`config.mk`:
```
export PLATFORM = sky130hd
export DESIGN_NAME = twiddle_factor_seq_flat
export DESIGN_NICKNAME = d
export VERILOG_FILES = /design/src/rtl/twiddle_factor_seq_if.sv /design/src/rtl/twiddle_factor_seq.sv /design/src/flat_wrapper.sv
export SDC_FILE = /design/constraint.sdc
export NUM_CORES = 1
export LEC_CHECK = 0
export ABC_AREA = 0
export CAP_MARGIN = 5
export CELL_PAD_IN_SITES_DETAIL_PLACEMENT = 1
export CELL_PAD_IN_SITES_GLOBAL_PLACEMENT = 1
export CORE_MARGIN = 3
export CORE_UTILIZATION = 43
export CTS_BUF_LIST = sky130_fd_sc_hd__clkbuf_8 sky130_fd_sc_hd__clkbuf_16
export CTS_CLUSTER_DIAMETER = 50
export DETAILED_ROUTE_END_ITERATION = 8
export GPL_ROUTABILITY_DRIVEN = 0
export PLACE_DENSITY = 0.92
export SKIP_LAST_GASP = 1
export SYNTH_ARGS = -nofsm -noshare
export SYNTH_HDL_FRONTEND = slang
export SYNTH_SLANG_ARGS = --single-unit
```
`constraint.sdc`:
```
create_clock -name clk -period 9.8 [get_ports clk]
set_input_delay 1.47 -clock clk [delete_from_list [all_inputs] [get_ports clk]]
set_output_delay 1.47 -clock clk [all_outputs]
set_load 0.01 [all_outputs]
```
`src/rtl/twiddle_factor_seq_if.sv`:
```
// Twiddle-factor output stream: valid/ready handshake plus the FP16 factor
// and the (stage, butterfly, k) coordinates of the entry being offered.
interface twiddle_factor_seq_if #(
  parameter int LOG2_NMAX = 4,
  parameter int KW        = LOG2_NMAX - 1
);
  logic          out_valid;
  logic          out_ready;
  logic [15:0]   W_real;
  logic [15:0]   W_imag;
  logic [KW-1:0] out_k;
  logic [2:0]    out_stage;
  logic [KW-1:0] out_bfly;
  logic          out_last;

  modport master (
    output out_valid, W_real, W_imag, out_k, out_stage, out_bfly, out_last,
    input  out_ready
  );

  modport slave (
    input  out_valid, W_real, W_imag, out_k, out_stage, out_bfly, out_last,
    output out_ready
  );
endinterface

```
`src/rtl/twiddle_factor_seq.sv`:
```
// Sequenced radix-2 DIT twiddle-factor generator.
// Streams W_N^k in FP16 for every (stage, butterfly) of an N = 2^n_log2 run,
// deriving each factor from a quarter-wave cosine table by symmetry.
//
// state | meaning
// IDLE  | waiting for start; output register empty
// RUN   | output register holds a valid entry, advancing on each transfer
module twiddle_factor_seq #(
  parameter int LOG2_NMAX = 4,
  parameter int KW        = LOG2_NMAX - 1
) (
  input  logic                clk,
  input  logic                rst_n,
  input  logic                start,
  input  logic                fftorifft,
  input  logic [2:0]          n_log2,
  output logic                busy,
  output logic                done,
  output logic                err,
  twiddle_factor_seq_if.master tw
);

  localparam logic [2:0]  NMAX_L = 3'(LOG2_NMAX);
  // Quarter-wave table length Q = 2^LOG2_NMAX / 4 = 2^(KW-1)
  localparam logic [KW:0] QQ     = (KW+1)'(1) << (KW - 1);
  // The master table is cos(pi*t/64), t = 0..32 (the Q = 32 case); smaller
  // Q values pick every 2^TSH-th entry of it.
  localparam int          TSH    = 7 - LOG2_NMAX;

  typedef enum logic {IDLE, RUN} state_t;

  state_t     state;
  logic       mode;
  logic [2:0] nl;

  function automatic logic [15:0] cos_rom(input logic [5:0] t);
    logic [15:0] v;
    case (t)
      6'd0:  v = 16'h3C00;
      6'd1:  v = 16'h3BFE;
      6'd2:  v = 16'h3BF6;
      6'd3:  v = 16'h3BEA;
      6'd4:  v = 16'h3BD9;
      6'd5:  v = 16'h3BC3;
      6'd6:  v = 16'h3BA8;
      6'd7:  v = 16'h3B88;
      6'd8:  v = 16'h3B64;
      6'd9:  v = 16'h3B3B;
      6'd10: v = 16'h3B0E;
      6'd11: v = 16'h3ADD;
      6'd12: v = 16'h3AA7;
      6'd13: v = 16'h3A6D;
      6'd14: v = 16'h3A2F;
      6'd15: v = 16'h39ED;
      6'd16: v = 16'h39A8;
      6'd17: v = 16'h395F;
      6'd18: v = 16'h3913;
      6'd19: v = 16'h38C4;
      6'd20: v = 16'h3872;
      6'd21: v = 16'h381D;
      6'd22: v = 16'h378B;
      6'd23: v = 16'h36D7;
      6'd24: v = 16'h361F;
      6'd25: v = 16'h3564;
      6'd26: v = 16'h34A5;
      6'd27: v = 16'h33C6;
      6'd28: v = 16'h323E;
      6'd29: v = 16'h30B2;
      6'd30: v = 16'h2E46;
      6'd31: v = 16'h2A48;
      6'd32: v = 16'h0000;
      default: v = 16'h0000;
    endcase
    return v;
  endfunction

  // C[m] for m = 0..Q in this instance's table units
  function automatic logic [15:0] c_at(input logic [KW:0] m);
    logic [6:0] t;
    t = 7'(m) << TSH;
    return cos_rom(t[5:0]);
  endfunction

  // Sign flip that never turns +0 into -0
  function automatic logic [15:0] neg(input logic [15:0] x);
    return (x == 16'h0000) ? x : {~x[15], x[14:0]};
  endfunction

  function automatic logic [31:0] twiddle(input logic [KW-1:0] k,
                                          input logic [2:0]    nlog,
                                          input logic          inv);
    logic [KW:0]  kk;
    logic [15:0]  re;
    logic [15:0]  im;
    kk = {1'b0, k} << (NMAX_L - nlog);
    if (kk <= QQ) begin
      re = c_at(kk);
      im = c_at(QQ - kk);
    end else begin
      re = neg(c_at((QQ << 1) - kk));
      im = c_at(kk - QQ);
    end
    if (!inv) im = neg(im);
    return {re, im};
  endfunction

  // k = (b mod 2^s) * N / 2^(s+1); the mask wraps to all-ones when s = KW
  function automatic logic [KW-1:0] k_of(input logic [2:0]    s,
                                         input logic [KW-1:0] b,
                                         input logic [2:0]    nlog);
    logic [KW-1:0] mask;
    mask = (KW'(1) << s) - KW'(1);
    return (b & mask) << (nlog - 3'd1 - s);
  endfunction

  logic [KW:0]   half;
  logic [KW-1:0] bmax;
  logic [KW-1:0] nxt_b;
  logic [KW-1:0] nxt_k;
  logic [2:0]    nxt_s;
  logic          nxt_last;
  logic [31:0]   nxt_w;

  // Successor of the entry currently held in the output register
  always_comb begin
    half = (KW+1)'(1) << (nl - 3'd1);
    bmax = KW'(half - (KW+1)'(1));
    if (tw.out_bfly == bmax) begin
      nxt_b = '0;
      nxt_s = tw.out_stage + 3'd1;
    end else begin
      nxt_b = tw.out_bfly + KW'(1);
      nxt_s = tw.out_stage;
    end
    nxt_last = (nxt_s == nl - 3'd1) && (nxt_b == bmax);
    nxt_k    = k_of(nxt_s, nxt_b, nl);
    nxt_w    = twiddle(nxt_k, nl, mode);
  end

  // Sequencer FSM with the output register as its only pipeline stage
  always_ff @(posedge clk or negedge rst_n) begin
    if (!rst_n) begin
      state        <= IDLE;
      mode         <= 1'b0;
      nl           <= 3'd0;
      busy         <= 1'b0;
      done         <= 1'b0;
      err          <= 1'b0;
      tw.out_valid <= 1'b0;
      tw.out_last  <= 1'b0;
      tw.W_real    <= 16'h0000;
      tw.W_imag    <= 16'h0000;
      tw.out_k     <= '0;
      tw.out_stage <= 3'd0;
      tw.out_bfly  <= '0;
    end else begin
      done <= 1'b0;
      err  <= 1'b0;
      case (state)
        IDLE: begin
          if (start) begin
            if (n_log2 != 3'd0 && n_log2 <= NMAX_L) begin
              mode         <= fftorifft;
              nl           <= n_log2;
              // Entry (0,0) is always k = 0: W = 1 + j0
              tw.out_stage <= 3'd0;
              tw.out_bfly  <= '0;
              tw.out_k     <= '0;
              tw.W_real    <= 16'h3C00;
              tw.W_imag    <= 16'h0000;
              tw.out_last  <= (n_log2 == 3'd1);
              tw.out_valid <= 1'b1;
              busy         <= 1'b1;
              state        <= RUN;
            end else begin
              err <= 1'b1;
            end
          end
        end
        RUN: begin
          if (tw.out_valid && tw.out_ready) begin
            if (tw.out_last) begin
              tw.out_valid <= 1'b0;
              tw.out_last  <= 1'b0;
              busy         <= 1'b0;
              done         <= 1'b1;
              state        <= IDLE;
            end else begin
              tw.out_stage <= nxt_s;
              tw.out_bfly  <= nxt_b;
              tw.out_k     <= nxt_k;
              tw.W_real    <= nxt_w[31:16];
              tw.W_imag    <= nxt_w[15:0];
              tw.out_last  <= nxt_last;
            end
          end
        end
        default: state <= IDLE;
      endcase
    end
  end

endmodule

```
`src/flat_wrapper.sv`:
```
// flat-port wrapper written by rule: the top's interface ports become plain ports
module twiddle_factor_seq_flat 
#(
  parameter int LOG2_NMAX = 4,
  parameter int KW        = LOG2_NMAX - 1
)
  (clk, rst_n, start, fftorifft, n_log2, busy, done, err, tw_out_valid, tw_W_real, tw_W_imag, tw_out_k, tw_out_stage, tw_out_bfly, tw_out_last, tw_out_ready);
  twiddle_factor_seq_if #(.LOG2_NMAX(LOG2_NMAX), .KW(KW)) tw_i ();
  input  logic clk;
  input  logic rst_n;
  input  logic start;
  input  logic fftorifft;
  input  logic [2:0] n_log2;
  output logic busy;
  output logic done;
  output logic err;
  output wire logic [$bits(tw_i.out_valid)-1:0] tw_out_valid;
  output wire logic [$bits(tw_i.W_real)-1:0] tw_W_real;
  output wire logic [$bits(tw_i.W_imag)-1:0] tw_W_imag;
  output wire logic [$bits(tw_i.out_k)-1:0] tw_out_k;
  output wire logic [$bits(tw_i.out_stage)-1:0] tw_out_stage;
  output wire logic [$bits(tw_i.out_bfly)-1:0] tw_out_bfly;
  output wire logic [$bits(tw_i.out_last)-1:0] tw_out_last;
  input wire logic [$bits(tw_i.out_ready)-1:0] tw_out_ready;
  assign tw_out_valid = tw_i.out_valid;
  assign tw_W_real = tw_i.W_real;
  assign tw_W_imag = tw_i.W_imag;
  assign tw_out_k = tw_i.out_k;
  assign tw_out_stage = tw_i.out_stage;
  assign tw_out_bfly = tw_i.out_bfly;
  assign tw_out_last = tw_i.out_last;
  assign tw_i.out_ready = tw_out_ready;
  twiddle_factor_seq #(.LOG2_NMAX(LOG2_NMAX), .KW(KW)) u_core (.clk(clk), .rst_n(rst_n), .start(start), .fftorifft(fftorifft), .n_log2(n_log2), .busy(busy), .done(done), .err(err), .tw(tw_i));
endmodule
```
# Word-level counts from Yosys, hierarchy flattened
# Memories as Yosys holds them, arrays and structs flattened.
# Index checks and enable logic that the tools add are counted.
[totals]
register_bits = 50
rom_bits = 3584
in_bits = 8
out_inout_bits = 46
elab_cells = 105
memories = 4
[classes]
add_sub_neg = 10
order_cmp = 2
n_eq_ne = 9
n_shift = 4
mux = 50
n_bitwise = 4
n_reduce_logical = 10
[memory_table]
columns = ["memory", "words", "width", "rd", "rd_clocked_by_memory_dff", "wr", "line", "rtl"]
rows = [
  ["(no name shown)", 64, 14, 1, 0, 0, "twiddle_factor_seq.sv:38", "case (t)"],
  ["(no name shown)", 64, 14, 1, 0, 0, "twiddle_factor_seq.sv:38", ""],
  ["(no name shown)", 64, 14, 1, 0, 0, "twiddle_factor_seq.sv:38", ""],
  ["(no name shown)", 64, 14, 1, 0, 0, "twiddle_factor_seq.sv:38", ""],
]
[ops]
columns = ["cell", "n"]
rows = [
  ["16-bit 2-to-1 mux", 14],
  ["16-bit case mux with 2 select lines", 2],
  ["16-bit logical NOT", 2],
  ["3-bit 2-to-1 mux", 10],
  ["1-bit 2-to-1 mux", 18],
  ["3-bit case mux with 2 select lines", 3],
  ["3-bit equality test", 3],
  ["4-bit AND reduction", 2],
  ["3-bit by 1-bit adder with 3-bit output, second input constant", 2],
  ["2-bit inequality test, second input constant", 3],
  ["1-bit case mux with 2 select lines", 3],
  ["3-bit AND reduction", 2],
  ["1-bit by 3-bit left shift with 3-bit output, first input constant", 2],
  ["3-bit by 1-bit subtractor with 3-bit output, second input constant", 2],
  ["3-bit subtractor, first input constant", 2],
  ["4-bit by 3-bit less-or-equal comparator with 1-bit output, second input constant", 1],
  ["2-bit by 1-bit inequality test with 1-bit output, second input constant", 2],
  ["3-bit by 3-bit left shift with 4-bit output", 1],
  ["3-bit AND", 1],
  ["3-bit by 1-bit equality test with 1-bit output, second input constant", 1],
  ["3-bit less-or-equal comparator, second input constant", 1],
  ["1-bit logical AND", 3],
  ["1-bit inverter", 3],
  ["3-bit nonzero test", 1],
  ["5 further kinds", 5],
]

# Depth between registers and ports, before layout
# An unclocked memory read counts as a cell.
[depth]
word_depth = 19
ltp_mapped = 25
depth_no_buf = 24

# Worst setup path before layout
# OpenSTA, ideal clock, no wires.
[synth_timing]
path_type = "reg-to-reg"
start = "reg u_core.nl[0]"
end = "reg u_core.tw.W_real[6]"
setup_ns = 0.122
t_arrival_ns = 6.226
setup_slack_ns = 3.453
stages_incl_launch_ff = 23
period_less_slack_ns = 6.347
cell_sequence = "dfrtp_1 inv_1 ha_1 xnor2_2 nand2_1 ha_1 xnor2_1 nor4b_2 o22ai_2 xnor2_1 ha_1 inv_1 fa_1 xnor3_1 xnor2_1 or3_1 nor3_1 inv_1 ha_1 clkbuf_1 o21a_4 mux2_4 a32o_1"
[synth_via]
elab_chain_len = 18
[synth_rtl]
columns = ["element", "line", "rtl"]
rows = [
  ["start, declared", "twiddle_factor_seq.sv:34", "logic [2:0] nl;"],
  ["start signal, assigned", "twiddle_factor_seq.sv:164", "nl <= n_log2;"],
  ["3-bit by 1-bit subtractor with 3-bit output", "twiddle_factor_seq.sv:113, twiddle_factor_seq.sv:126", ""],
  ["1-bit by 3-bit left shift with 3-bit output", "twiddle_factor_seq.sv:126", "half = (KW+1)'(1) << (nl - 3'd1);"],
  ["3-bit by 1-bit subtractor with 3-bit output", "twiddle_factor_seq.sv:127", "bmax = KW'(half - (KW+1)'(1));"],
  ["3-bit equality test", "twiddle_factor_seq.sv:128", "if (tw.out_bfly == bmax) begin"],
  ["3-bit 2-to-1 mux", "twiddle_factor_seq.sv:128", ""],
  ["1-bit by 3-bit left shift with 3-bit output", "twiddle_factor_seq.sv:112", "mask = (KW'(1) << s) - KW'(1);"],
  ["3-bit by 2-bit subtractor with 3-bit output", "twiddle_factor_seq.sv:112", ""],
  ["3-bit AND", "twiddle_factor_seq.sv:113", "return (b & mask) << (nlog - 3'd1 - s);"],
  ["[2 not listed]", "-", ""],
  ["1-bit by 3-bit subtractor with 3-bit output", "twiddle_factor_seq.sv:100", "re = neg(c_at((QQ << 1) - kk));"],
  ["memory read 64 x 14 bit", "-", ""],
  ["16-bit 2-to-1 mux", "twiddle_factor_seq.sv:96", "if (kk <= QQ) begin"],
  ["16-bit 2-to-1 mux", "twiddle_factor_seq.sv:86", "return (x == 16'h0000) ? x : {~x[15], x[14:0]};"],
  ["16-bit 2-to-1 mux *", "twiddle_factor_seq.sv:96", ""],
  ["16-bit 2-to-1 mux *", "twiddle_factor_seq.sv:182", "if (tw.out_last) begin"],
  ["16-bit 2-to-1 mux *", "twiddle_factor_seq.sv:181", "if (tw.out_valid && tw.out_ready) begin"],
  ["16-bit case mux with 2 select lines *", "twiddle_factor_seq.sv:159", "case (state)"],
  ["end signal, assigned", "twiddle_factor_seq.sv:192", "tw.W_real <= nxt_w[31:16];"],
  ["end, declared", "twiddle_factor_seq_if.sv:17", "output out_valid, W_real, W_imag, out_k, out_stage, out_bfly, out_last,"],
]
# Every way passes the cells marked *; elsewhere a longest branch is shown, timed or not. The select of a mux whose other input is x is not followed.
# A chain may end at the register's enable or synchronous reset.

# Worst setup path after layout
# Ends and elaborated chain as after synthesis.

==> results.tsv <==
stage	metric	value	unit
timing	endpoints failing hold	0	
clock_network	deepest level of the CTS H-tree	2	
timing	transition time at the pin with the least slew margin	952	ps
floorplan	I/O pin total	54	
finish	Synth-to-Final Area Change	19.1	%
global_route	number of global-route vias before repair	2472	
route	drt pass-1 iters	4	
finish	number of diodes	0	
synth	fraction of synthesized area in multiplexers	2.90	%
setup_path	Critical Path Start Type	register	
finish	Net count, final	346	
timing	Slew Limit Fails	0	
setup_path	largest stage delay on the critical path	610	ps
synth	adder and majority cell fraction of the synthesized area	8.57	%
setup_path	largest driver fanout on the critical path	9	
clock_network	TritonCTS clock tree	done	
synth	fraction of registers with async set or reset after synthesis	100	%
finish	post-route insts no fill	395	
floorplan	area inside the core boundary	6030	um^2
setup_path	required time of the worst setup path	9980	ps
setup_path	cells along the critical path	inv_1 > ha_1 > xnor2_2 > nand2_1 > ha_1 > xnor2_1 > nor4b_2 > o22ai_2 > xnor2_1 > ha_1 > inv_1 > fa_1 > xnor3_1 > xnor2_1 > or3_1 > nor3_1 > inv_1 > ha_1 > o21a_4 > mux2_4 > a32o_1	
worst_hold_path	count of cells along the worst hold path	2	
timing	Max Clk Rate	136	MHz
status	status	finished clean	
route	post-detailed-route wirelength per cell	19.0	um
route	DRC errors left	0	
setup_path	Worst path most repeated cell	ha_1	
clock_network	clock input transition at the sequential cells of the worst setup and hold paths	80	ps
place	IO buf count	51	
synth	average instance area after synthesis	9.46	um^2
finish	post-route cell area	3230	um^2
floorplan	initial cell density of the core	45.1	%
timing	total negative slack for setup checks	0	ps
route	residual antenna-violating net count after detailed routing	0	
place	half-perimeter wire length after placement	5.57	mm
place	Placed Instances	388	
synth	Main synth FF type	dfrtp_1	
route	total wire length after detailed routing	7.52	mm
clock_network	total clock buffers created by CTS	5	
synth	combined area of all synthesized cells	2720	um^2
finish	core occupancy in the finished layout	53.7	%
worst_hold_path	worst hold path type	register to register	
setup_path	CP Class	register to register	
global_route	combined global-route utilization of all metal layers	21.6	%
power	power density cells	275	nW/um^2
clock_network	number of clock sinks seen by CTS	37	
floorplan	Die X-Extent	85.5	um
global_route	global-route wire length before repair	12.5	mm
global_route	number of antenna violations at the first check in global routing	0	
synth	basic-gate share of the synthesized area counting and, or, nand and nor cells	16.2	%
clock_network	PostCTS Resize Cnt	0	
global_route	pin count of the biggest net entering global routing	38	
power	maximum ir drop on the vdd rail	0.200	mV
clock_network	number of setup buffers added after CTS	0	
route	Via-to-Cell Ratio	5.91	
synth	compound-gate portion of the synthesized area	24.3	%
timing	relative slew slack	36.3	%
route	number of vias after detailed routing	2333	
timing	ratio of final minimum period to clock period	74.8	%
synth	XOR/XNOR share of the synthesized area	5.90	%
synth	Yosys warnings	0	
synth	dominant combinational cell family by area after synthesis	compound AO/OA/AOI/OAI gates	
clock_network	Clock Path Buffers	2	
floorplan	area enclosed by the die boundary	7300	um^2
timing	clock skew	6.52	ps
timing	setup repair after global routing missed its margin	false	
setup_path	Worst path slowest cell	nor4b_2	
clock_network	clock network latency to the later pin of the worst-skew pair	300	ps
synth	share of the yosys chip area belonging to registers	34.1	%
setup_path	element type at the critical path end	register	
power	leakage component of the power	1.39	nW
run	max-capacitance violation count	0	
synth	count of flip-flops with a built-in enable after synthesis	0	
floorplan	Std-Cell Rows	28	
clock_network	hold-fix buffer count after cts	0	
synth	number of register bits inferred by synthesis	37	
place	Placed Instance Area	3150	um^2
timing	tightest hold margin	473	ps
synth	post-synth cell types	63	
synth	instance count of the mapped netlist	287	
timing	final count of negative-setup-slack endpoints	0	
setup_path	data arrival time of the critical path	7520	ps
timing	final worst path period need	7330	ps
global_route	remaining global-route overflow	0	
setup_path	logic depth of the worst register-to-register path	21	
clock_network	CTS root buffer	clkbuf_8	
route	initial detailed-routing violation count	160	
finish	share of layout cells above drive strength 1	7.19	%
floorplan	height of the chip	85.5	um
-- flip-flops by register name (all words and copies together) (netlist names) --
name and flops:
u_core.tw.out_bfly 3, u_core.mode 1, u_core.tw.out_k 3, u_core.state 1, u_core.tw.W_real 10, u_core.done 1
u_core.tw.out_last 1, u_core.err 1, u_core.tw.W_imag 9, u_core.nl 3, u_core.tw.out_stage 3, u_core.busy 1
-- placed cells by master, fill, tap and decap left out, drive strengths merged, types with 2 or more instances in the layout --
cell | netlist | routed
xnor2 | 11 | 11
a31oi | 3 | 3
o22ai | 2 | 2
o21ai | 18 | 18
inv | 13 | 14
o221ai | 2 | 2
mux2 | 4 | 4
and3 | 3 | 3
a21oi | 17 | 17
clkbuf | 9 | 5
xor2 | 3 | 3
nor3b | 3 | 3
nand3 | 6 | 6
ha | 17 | 17
a32o | 4 | 4
a21o | 4 | 4
nand2 | 23 | 23
nor4b | 2 | 2
nor4 | 2 | 2
nor2 | 20 | 20
o32a | 2 | 2
o31a | 2 | 2
a32oi | 3 | 3
dfrtp | 37 | 37
o31ai | 2 | 2
a22o | 7 | 7
a22oi | 5 | 5
mux2i | 3 | 3
nor3 | 6 | 6
a211oi | 4 | 4
o21a | 2 | 2
clkdlybuf4s50 | 0 | 50
conb | 1 | 2
nand2b | 5 | 5
and2 | 3 | 3
o311ai | 2 | 2
or3 | 6 | 6
-- final cells by class --
cell class              instances  area, um^2
clock buffers                   5        68.8
clock inverters                 2        12.5
flip-flops and latches         37         926
inverters                      13        48.8
multi-input cells             212        1580
fillers                       703        2790
well taps                      75        93.8
repair buffers                 51         505
-- stage by stage --
stage	setup WS, ps	power (mW)
floorplan	3450	0.615
global placement	3090	0.747
detailed placement	2600	0.776
CTS	2540	0.889
global route	1890	0.948
finish	2470	0.888
-- cells in the mapped netlist, types with 2 or more instances --
| cell type | instances | area share, % |
|---|---|---|
| a21oi_1 | 17 | 3.1 |
| mux2i_1 | 3 | 1.1 |
| a211oi_1 | 2 | 0.55 |
| inv_1 | 13 | 1.8 |
| xor2_1 | 3 | 0.97 |
| xnor2_2 | 2 | 1.2 |
| ha_1 | 17 | 7.8 |
| a22oi_1 | 5 | 1.4 |
| or3_1 | 6 | 1.4 |
| nor4_1 | 2 | 0.46 |
| o32a_1 | 2 | 0.74 |
| o31a_1 | 2 | 0.65 |
| a21o_1 | 4 | 1.1 |
| nand3_1 | 5 | 0.92 |
| a32o_1 | 4 | 1.5 |
| o21ai_0 | 14 | 2.6 |
| nor3b_1 | 3 | 0.83 |
| a31oi_1 | 3 | 0.69 |
| o31ai_1 | 2 | 0.55 |
| dfrtp_1 | 37 | 34 |
| xnor2_1 | 9 | 2.9 |
| a32oi_1 | 3 | 0.97 |
| nand2b_1 | 5 | 1.2 |
| a211oi_2 | 2 | 0.92 |
| a22o_1 | 7 | 2.3 |
| nor3_1 | 6 | 1.1 |
| and2_1 | 3 | 0.69 |
| and3_1 | 3 | 0.69 |
| buf_4 | 16 | 4.4 |
| mux2_2 | 3 | 1.2 |
| nor2_1 | 20 | 2.8 |
| o21ai_1 | 3 | 0.55 |
| clkbuf_1 | 9 | 1.2 |
| nand2_1 | 23 | 3.2 |
-- layer usage --
layer / track usage [%] / vias to the layer above / part of all wire (%)
li1: - / 1098 / -
met1: 28.6 / 1155 / 45
met2: 35.4 / 67 / 49
met3: 4.37 / 13 / 3.8
met4: 7.19 / 0 / 2.0
met5: 0 / - / 0
-- final timing paths --
kind / slack [ps] / start / end
min in group asynchronous: 1250 / rst_n / u_core.tw.W_real[4]
max in group asynchronous: 8020 / rst_n / u_core.mode
worst max register to register: 2470 / u_core.nl[0] / u_core.tw.W_real[6]
worst min register to register: 470 / u_core.tw.W_imag[3] / u_core.tw.W_imag[3]
worst max-delay path: 2470 / u_core.nl[0] / u_core.tw.W_real[6]
worst min-delay path: 470 / u_core.tw.W_imag[3] / u_core.tw.W_imag[3]
-- worst max-delay path, delay by kind of cell, from the launching register on --
family          cells  cell delay, ps
fa+ha+maj           5            1650
flops               1             540
compound gates      3             860
buf+inv             3             500
mux                 1             310
xor+xnor            5            1600
simple gates        4            1760
-- report_power, final --
group	internal (mW)	switching, mW	total, mW
sequential	0.186	0.0479	0.234
combinational	0.222	0.327	0.549
clock	0.0482	0.0564	0.105
total	0.457	0.432	0.888
-- kinds of logic (layout without fill, tap and decap cells) --
family                   after synthesis  in the layout
AND/OR/NAND/NOR                       84             84
flip-flops                            37             37
AO/OA/AOI/OAI                         86             86
adder cells (fa/ha/maj)               18             18
buffers and inverters                 39             71
other                                  1              2
multiplexers                           7              7
XOR/XNOR                              15             15
No activity file was read; power rests on OpenSTA's default activity.
